[config.mk]
export PLATFORM = sky130hd
export DESIGN_NAME = hazard_unit_mc_flat
export DESIGN_NICKNAME = d
export VERILOG_FILES = /design/src/rtl/hazard_pkg.sv /design/src/rtl/hazard_unit_mc_if.sv /design/src/rtl/hazard_unit_mc_md_scoreboard.sv /design/src/rtl/hazard_unit_mc.sv /design/src/flat_wrapper.sv
export SDC_FILE = /design/constraint.sdc
export NUM_CORES = 1
export LEC_CHECK = 0
export BUFFER_PORTS_ARGS = -buffer_cell sky130_fd_sc_hd__buf_2
export CAP_MARGIN = 20
export CORE_ASPECT_RATIO = 0.75
export CORE_UTILIZATION = 42
export DETAILED_ROUTE_END_ITERATION = 12
export PLACE_DENSITY_LB_ADDON = 0.05
export RECOVER_POWER = 50
export SLEW_MARGIN = 20
export SYNTH_ARGS = -nofsm -noshare
export SYNTH_HDL_FRONTEND = slang
export SYNTH_SLANG_ARGS = --single-unit
[constraint.sdc]
create_clock -name clk -period 2.4 [get_ports clk]
set_clock_uncertainty 0.15 [all_clocks]
set_input_delay 0.6 -clock clk [delete_from_list [all_inputs] [get_ports clk]]
set_output_delay 0.6 -clock clk [all_outputs]
set_load 0.005 [all_outputs]
[src/rtl/hazard_pkg.sv]
// Shared types and bit positions for the MIPS hazard unit and its
// multiply/divide scoreboard.
package hazard_pkg;

    typedef enum logic [1:0] {
        FWD_RF = 2'b00,
        FWD_W  = 2'b01,
        FWD_M  = 2'b10
    } fwd_sel_t;

    typedef enum logic [1:0] {
        IDLE = 2'd0,
        BUSY = 2'd1,
        DONE = 2'd2
    } md_state_t;

    // Bit positions inside hazard_singles = {MemtoRegE, RegWriteE, MemtoRegM, RegWriteM, RegWriteW}.
    localparam int S_MEMTOREG_E = 4;
    localparam int S_REGWRITE_E = 3;
    localparam int S_MEMTOREG_M = 2;
    localparam int S_REGWRITE_M = 1;
    localparam int S_REGWRITE_W = 0;

endpackage

[src/rtl/hazard_unit_mc_if.sv]
// Bundle between the pipeline datapath (master) and the hazard unit (slave):
// packed hazard buses in, stall/flush/forward controls and MD status out.
interface hazard_unit_mc_if #(
    parameter int REG_W = 5
);
    logic [4:0]         hazard_singles;
    logic [7*REG_W-1:0] hazard_mults;
    logic               BranchD;
    logic               MdOpD;
    logic               MfhiloD;
    logic               MdStartE;
    logic               MdIsDivE;

    logic               StallF;
    logic               StallD;
    logic               FlushE;
    logic               ForwardAD;
    logic               ForwardBD;
    logic [1:0]         ForwardAE;
    logic [1:0]         ForwardBE;
    logic               MdBusy;
    logic               MdDone;
    logic               MdErr;

    modport master (
        output hazard_singles, hazard_mults, BranchD, MdOpD, MfhiloD, MdStartE, MdIsDivE,
        input  StallF, StallD, FlushE, ForwardAD, ForwardBD, ForwardAE, ForwardBE,
               MdBusy, MdDone, MdErr
    );

    modport slave (
        input  hazard_singles, hazard_mults, BranchD, MdOpD, MfhiloD, MdStartE, MdIsDivE,
        output StallF, StallD, FlushE, ForwardAD, ForwardBD, ForwardAE, ForwardBE,
               MdBusy, MdDone, MdErr
    );

endinterface

[src/rtl/hazard_unit_mc_md_scoreboard.sv]
// Multiply/divide scoreboard: tracks the busy window of the multi-cycle MD
// unit and flags an MD start that arrives while the unit is still busy.
module md_scoreboard
    import hazard_pkg::*;
#(
    parameter int MUL_LAT = 4,
    parameter int DIV_LAT = 32
) (
    input  logic clk,
    input  logic reset,
    input  logic i_start,
    input  logic i_is_div,
    output logic o_busy,
    output logic o_done,
    output logic o_err
);

    localparam int MAX_LAT = (MUL_LAT > DIV_LAT) ? MUL_LAT : DIV_LAT;
    localparam int CNT_W   = $clog2(MAX_LAT + 1);
    localparam logic [CNT_W-1:0] MUL_LOAD = CNT_W'(MUL_LAT - 1);
    localparam logic [CNT_W-1:0] DIV_LOAD = CNT_W'(DIV_LAT - 1);

    md_state_t        r_state;
    logic [CNT_W-1:0] r_cnt;
    logic             r_busy;
    logic             r_done;
    logic             r_err;

    logic [CNT_W-1:0] w_load;
    assign w_load = i_is_div ? DIV_LOAD : MUL_LOAD;

    // NOTE: sequential state uses non-blocking assignments so every register
    // samples the pre-edge values, independent of statement order.
    always_ff @(posedge clk) begin
        if (reset) begin
            r_state <= IDLE;
            r_cnt   <= '0;
            r_busy  <= 1'b0;
            r_done  <= 1'b0;
            r_err   <= 1'b0;
        end else begin
            case (r_state)
                IDLE: begin
                    r_done <= 1'b0;
                    if (i_start) begin
                        r_cnt   <= w_load;
                        r_busy  <= 1'b1;
                        r_state <= BUSY;
                    end
                end
                BUSY: begin
                    // A start here collides with the running op: it is dropped, not queued.
                    if (i_start) r_err <= 1'b1;
                    if (r_cnt == '0) begin
                        r_busy  <= 1'b0;
                        r_done  <= 1'b1;
                        r_state <= DONE;
                    end else begin
                        r_cnt <= r_cnt - 1'b1;
                    end
                end
                DONE: begin
                    r_done <= 1'b0;
                    if (i_start) begin
                        r_cnt   <= w_load;
                        r_busy  <= 1'b1;
                        r_state <= BUSY;
                    end else begin
                        r_state <= IDLE;
                    end
                end
                default: begin
                    r_busy  <= 1'b0;
                    r_done  <= 1'b0;
                    r_state <= IDLE;
                end
            endcase
        end
    end

    assign o_busy = r_busy;
    assign o_done = r_done;
    assign o_err  = r_err;

endmodule

[src/rtl/hazard_unit_mc.sv]
// Hazard detection and forwarding for the 5-stage MIPS pipeline, extended
// with stalls that keep MD-dependent instructions in Decode until MD finishes.
module hazard_unit_mc
    import hazard_pkg::*;
#(
    parameter int REG_W   = 5,
    parameter int MUL_LAT = 4,
    parameter int DIV_LAT = 32
) (
    input  logic             clk,
    input  logic             reset,
    hazard_unit_mc_if.slave  hz
);

    logic             w_memtoreg_e, w_regwrite_e, w_memtoreg_m, w_regwrite_m, w_regwrite_w;
    logic [REG_W-1:0] w_rs_d, w_rt_d, w_rs_e, w_rt_e, w_wr_e, w_wr_m, w_wr_w;

    assign w_memtoreg_e = hz.hazard_singles[S_MEMTOREG_E];
    assign w_regwrite_e = hz.hazard_singles[S_REGWRITE_E];
    assign w_memtoreg_m = hz.hazard_singles[S_MEMTOREG_M];
    assign w_regwrite_m = hz.hazard_singles[S_REGWRITE_M];
    assign w_regwrite_w = hz.hazard_singles[S_REGWRITE_W];

    assign w_rs_d = hz.hazard_mults[7*REG_W-1 -: REG_W];
    assign w_rt_d = hz.hazard_mults[6*REG_W-1 -: REG_W];
    assign w_rs_e = hz.hazard_mults[5*REG_W-1 -: REG_W];
    assign w_rt_e = hz.hazard_mults[4*REG_W-1 -: REG_W];
    assign w_wr_e = hz.hazard_mults[3*REG_W-1 -: REG_W];
    assign w_wr_m = hz.hazard_mults[2*REG_W-1 -: REG_W];
    assign w_wr_w = hz.hazard_mults[REG_W-1:0];

    // Memory stage wins over writeback: it holds the younger value. $0 never forwards.
    function automatic fwd_sel_t fwd_pick(input logic [REG_W-1:0] src);
        if (src != '0 && src == w_wr_m && w_regwrite_m) return FWD_M;
        if (src != '0 && src == w_wr_w && w_regwrite_w) return FWD_W;
        return FWD_RF;
    endfunction

    fwd_sel_t w_fwd_ae, w_fwd_be;
    logic     w_fwd_ad, w_fwd_bd;

    assign w_fwd_ae = fwd_pick(w_rs_e);
    assign w_fwd_be = fwd_pick(w_rt_e);
    assign w_fwd_ad = (w_rs_d != '0) && (w_rs_d == w_wr_m) && w_regwrite_m;
    assign w_fwd_bd = (w_rt_d != '0) && (w_rt_d == w_wr_m) && w_regwrite_m;

    logic w_md_busy, w_md_done, w_md_err;

    md_scoreboard #(
        .MUL_LAT (MUL_LAT),
        .DIV_LAT (DIV_LAT)
    ) u_md_scoreboard (
        .clk      (clk),
        .reset    (reset),
        .i_start  (hz.MdStartE),
        .i_is_div (hz.MdIsDivE),
        .o_busy   (w_md_busy),
        .o_done   (w_md_done),
        .o_err    (w_md_err)
    );

    logic w_lwstall, w_branchstall, w_mdstall, w_stall;

    assign w_lwstall     = w_memtoreg_e && ((w_rt_e == w_rs_d) || (w_rt_e == w_rt_d));
    assign w_branchstall = hz.BranchD &&
                           ((w_regwrite_e && ((w_wr_e == w_rs_d) || (w_wr_e == w_rt_d))) ||
                            (w_memtoreg_m && ((w_wr_m == w_rs_d) || (w_wr_m == w_rt_d))));
    // A start in Execute counts as busy already: the MD result is not ready next cycle.
    assign w_mdstall     = (hz.MfhiloD || hz.MdOpD) && (w_md_busy || hz.MdStartE);
    assign w_stall       = w_lwstall || w_branchstall || w_mdstall;

    // Reset holds a bubble in Execute and silences every other control.
    assign hz.StallF    = !reset && w_stall;
    assign hz.StallD    = !reset && w_stall;
    assign hz.FlushE    =  reset || w_stall;
    assign hz.ForwardAD = !reset && w_fwd_ad;
    assign hz.ForwardBD = !reset && w_fwd_bd;
    assign hz.ForwardAE = reset ? FWD_RF : w_fwd_ae;
    assign hz.ForwardBE = reset ? FWD_RF : w_fwd_be;
    assign hz.MdBusy    = !reset && w_md_busy;
    assign hz.MdDone    = !reset && w_md_done;
    assign hz.MdErr     = !reset && w_md_err;

endmodule
[src/flat_wrapper.sv]
// flat-port wrapper written by rule: the top's interface ports become plain ports
module hazard_unit_mc_flat import hazard_pkg::*;
#(
    parameter int REG_W   = 5,
    parameter int MUL_LAT = 4,
    parameter int DIV_LAT = 32
)
  (clk, reset, hz_hazard_singles, hz_hazard_mults, hz_BranchD, hz_MdOpD, hz_MfhiloD, hz_MdStartE, hz_MdIsDivE, hz_StallF, hz_StallD, hz_FlushE, hz_ForwardAD, hz_ForwardBD, hz_ForwardAE, hz_ForwardBE, hz_MdBusy, hz_MdDone, hz_MdErr);
  hazard_unit_mc_if #(.REG_W(REG_W)) hz_i ();
  input  logic clk;
  input  logic reset;
  input wire logic [$bits(hz_i.hazard_singles)-1:0] hz_hazard_singles;
  input wire logic [$bits(hz_i.hazard_mults)-1:0] hz_hazard_mults;
  input wire logic [$bits(hz_i.BranchD)-1:0] hz_BranchD;
  input wire logic [$bits(hz_i.MdOpD)-1:0] hz_MdOpD;
  input wire logic [$bits(hz_i.MfhiloD)-1:0] hz_MfhiloD;
  input wire logic [$bits(hz_i.MdStartE)-1:0] hz_MdStartE;
  input wire logic [$bits(hz_i.MdIsDivE)-1:0] hz_MdIsDivE;
  output wire logic [$bits(hz_i.StallF)-1:0] hz_StallF;
  output wire logic [$bits(hz_i.StallD)-1:0] hz_StallD;
  output wire logic [$bits(hz_i.FlushE)-1:0] hz_FlushE;
  output wire logic [$bits(hz_i.ForwardAD)-1:0] hz_ForwardAD;
  output wire logic [$bits(hz_i.ForwardBD)-1:0] hz_ForwardBD;
  output wire logic [$bits(hz_i.ForwardAE)-1:0] hz_ForwardAE;
  output wire logic [$bits(hz_i.ForwardBE)-1:0] hz_ForwardBE;
  output wire logic [$bits(hz_i.MdBusy)-1:0] hz_MdBusy;
  output wire logic [$bits(hz_i.MdDone)-1:0] hz_MdDone;
  output wire logic [$bits(hz_i.MdErr)-1:0] hz_MdErr;
  assign hz_i.hazard_singles = hz_hazard_singles;
  assign hz_i.hazard_mults = hz_hazard_mults;
  assign hz_i.BranchD = hz_BranchD;
  assign hz_i.MdOpD = hz_MdOpD;
  assign hz_i.MfhiloD = hz_MfhiloD;
  assign hz_i.MdStartE = hz_MdStartE;
  assign hz_i.MdIsDivE = hz_MdIsDivE;
  assign hz_StallF = hz_i.StallF;
  assign hz_StallD = hz_i.StallD;
  assign hz_FlushE = hz_i.FlushE;
  assign hz_ForwardAD = hz_i.ForwardAD;
  assign hz_ForwardBD = hz_i.ForwardBD;
  assign hz_ForwardAE = hz_i.ForwardAE;
  assign hz_ForwardBE = hz_i.ForwardBE;
  assign hz_MdBusy = hz_i.MdBusy;
  assign hz_MdDone = hz_i.MdDone;
  assign hz_MdErr = hz_i.MdErr;
  hazard_unit_mc #(.REG_W(REG_W), .MUL_LAT(MUL_LAT), .DIV_LAT(DIV_LAT)) u_core (.clk(clk), .reset(reset), .hz(hz_i));
endmodule
==> reports/qor.csv <==
stage;metric;value;unit
status;status;finished with violations;
status;failing checks;setup timing;
setup_path;worst setup path class;primary input to output port;
final_layout;Area Overhead vs Synth;62.2;%
logic_synthesis;Compound-Gate Fraction of Synth Area;9.16;%
setup_path;crit path cell chain;buf_2 > or4_4 > nor2_4 > nor4_2 > nor4_1 > buf_2;
clock_tree;htree depth;1;
logic_synthesis;Synth Area in Adders;0.985;%
placed_design;Buffers on Ports;58;
drt;Vias;1447;
final_layout;Post-Route Utilization;75.1;%
logic_synthesis;post-synthesis mux area share;0;%
clock_tree;CTS tree;done;
final_layout;multi-input logic area;0.00115;mm2
final_layout;nets@finish;289;
floorplanning;Rows;16;
timing;Hold Violations, Final;0;
timing;PnR worst setup slack;-0.146;ns
logic_synthesis;largest family of logic cells by synthesized area;XOR/XNOR gates;
logic_synthesis;Avg Cell Area, Syn;7.70;um2
drt;WL final;4090;um
logic_synthesis;simple logic cell fraction of the synthesized area;31.4;%
logic_synthesis;Synth Register Bits;11;
setup_path;CP required;1.65;ns
clock_tree;Clock Pin Slew Worst Setup and Hold Paths;0.05;ns
logic_synthesis;post-synthesis xor/xnor area fraction;35.2;%
floorplanning;I/O pin cnt;59;
logic_synthesis;sequential-to-total area share from yosys stat;17.3;%
logic_synthesis;share of flip-flops with an asynchronous set or reset;0;%
grt;pin count of the biggest net entering global routing;17;
run;maxcap violations;0;
logic_synthesis;Synth cell types;37;
timing;Max Slew Vio Count;0;
power;Peak VDD IR;0.307;mV
clock_tree;clk sinks;11;
final_layout;commonest cells after routing, fill and taps aside;buf_2, xnor2_1, buf_4;
drt;Via density;5.24;
final_layout;ANT cells;0;
logic_synthesis;YS warnings;0;
clock_tree;CTS buffer count;3;
setup_path;Critical Path Start Type;primary input;
drt;DR WL/cell;14.8;um
logic_synthesis;number of synthesized flops with an enable pin;0;
timing;Tcrit/Tclk final;106;%
timing;Slew @ Worst Pin;0.684;ns
placed_design;GPL Wtd Cong;0.923;
setup_path;most used cell, CP;buf_2;
logic_synthesis;Syn Nets;213;
clock_tree;worst skew pair latency;0.24;ns
final_layout;FILL cells;203;
logic_synthesis;dominant synthesized flop cell;dfxtp_1;
logic_synthesis;Syn Inst Count;165;
timing;Max transition margin;54.4;%
floorplanning;die height;49.6;um
setup_path;slowest library cell on the worst path;or4_4;
drt;residual DRC count;0;
final_layout;share of layout cells above drive strength 1;47.1;%
grt;first-pass GRT wire length;6420;um
drt;DR iter-0 viols;56;
logic_synthesis;Post-Syn Area;0.00127;mm2
timing;Peak Freq;393;MHz
floorplanning;initial core utilization;46.3;%
setup_path;crit-path max FO;2;
timing;crit path time final;2.55;ns
grt;initial antenna violation count;0;
clock_tree;CTS Buffer Depth;2;
floorplanning;Die X-Extent;65.5;um
timing;final setup fails;6;
timing;unrepaired setup endpoints after global routing;true;
floorplanning;die area;0.00325;mm2
final_layout;most common library cell in the layout ignoring fill and taps;buf_2;
setup_path;CP peak stage delay;0.54;ns
setup_path;Worst EP arrival;1.80;ns
setup_path;Crit path max-delay family;simple AND/OR/NAND/NOR gates;
min_path;HP Class;flip-flop to flip-flop;
final_layout;Reg area;220;um2
power;Pleak;0.857;nW
setup_path;Worst setup EP type;output port;
timing;final worst hold slack;0.308;ns
floorplanning;Core Area;0.00274;mm2
grt;gr ovfl total;0;
clock_tree;CTS root buffer;clkbuf_8;
setup_path;crit path buf inv count;2;
grt;GRT Util Overall;26.2;%
drt;antenna viol nets, final;0;
power;Pwr Density;380;mW/mm2
grt;vias in the first global route;1370;
placed_design;dpl hpwl;3130;um
drt;TritonRoute pass-1 iters;4;
## state kept, by name (all words and copies together) (netlist names)
signal                          cells
u_core.u_md_scoreboard.o_busy       1
u_core.u_md_scoreboard.o_done       1
u_core.u_md_scoreboard.r_state      2
u_core.u_md_scoreboard.o_err        1
u_core.u_md_scoreboard.r_cnt        6
## layout make-up
cell class,count,share of cell area (%)
clock buffer,4,2.19
inverter,6,1.09
multi-input combinational,138,55.7
sequential,11,10.7
tap,36,2.19
timing repair buffer,81,28.1
## layer usage
| metal | GRT usage, % | up-vias | routed length [um] |
|---|---|---|---|
| met5 | 0 | - | 0 |
| met4 | 4.35 | 0 | 0 |
| met3 | 5.56 | 0 | 231 |
| met2 | 43.6 | 60 | 2010 |
| met1 | 34.9 | 671 | 1850 |
| li1 | - | 716 | - |
## synthesized netlist by cell type, types with 4 or more instances
library cell | n | area share, %
xnor2_1 | 37 | 26
nor2_1 | 16 | 4.7
xor2_1 | 14 | 9.7
dfxtp_1 | 11 | 17
nor2b_1 | 8 | 3.9
nand4_1 | 7 | 3.4
inv_1 | 6 | 1.8
a21oi_1 | 5 | 2.0
clkbuf_1 | 5 | 1.5
nor3_1 | 5 | 2.0
a31oi_1 | 4 | 2.0
nand2_1 | 4 | 1.2
nand3_1 | 4 | 1.6
## stage by stage
stage | setup TNS [ns] | std cells | worst slack [ns] | power [mW] | instance area, um2
2_1_floorplan | -0.0384 | 165 | -0.0384 | 0.409 | 1270
3_3_place_gp | -0.473 | 271 | -0.157 | 0.522 | 1730
3_5_place_dp | -0.733 | 271 | -0.193 | 0.538 | 1730
4_1_cts | -0.280 | 276 | -0.146 | 0.758 | 1940
5_1_grt | -1.26 | 276 | -0.203 | 0.831 | 2060
6_report | -0.378 | 276 | -0.146 | 0.783 | 2060
## where the power goes
group | total [mW] | internal (mW) | switching, mW
combinational | 0.376 | 0.191 | 0.185
sequential | 0.220 | 0.202 | 0.0180
clock | 0.187 | 0.117 | 0.0700
## final timing paths
kind	startpoint	endpoint	slack (ns)	cells after the start
worst max-delay path	hz_hazard_mults[20]	hz_ForwardAE[0]	-0.15	6
worst min-delay path	u_core.u_md_scoreboard.o_err	u_core.u_md_scoreboard.o_err	0.31	2
worst max register to register	u_core.u_md_scoreboard.r_cnt[1]	u_core.u_md_scoreboard.r_cnt[2]	0.11	7
worst min register to register	u_core.u_md_scoreboard.o_err	u_core.u_md_scoreboard.o_err	0.31	2
## cells by family after synthesis
logic type,Yosys count
compound gates,19
buf+inv,16
fa+ha+maj,1
xor+xnor,51
simple gates,67
flops,11
## worst reg2reg max path, stage by stage, from the launching register on
cell     delay, ns
dfxtp_1       0.31
inv_1         0.08
ha_1          0.21
nor4b_1       0.51
a21oi_1       0.34
or2_0         0.34
o21ai_0       0.11
a21oi_1       0.10
## what timing repair did
item,in CTS,in global routing
pin swaps,20,16
hold buffers,0,0
setup buffers,1,0
endpoints found under the setup margin,9,9
resized for setup,36,30
Power figures use the tool's default switching activity.
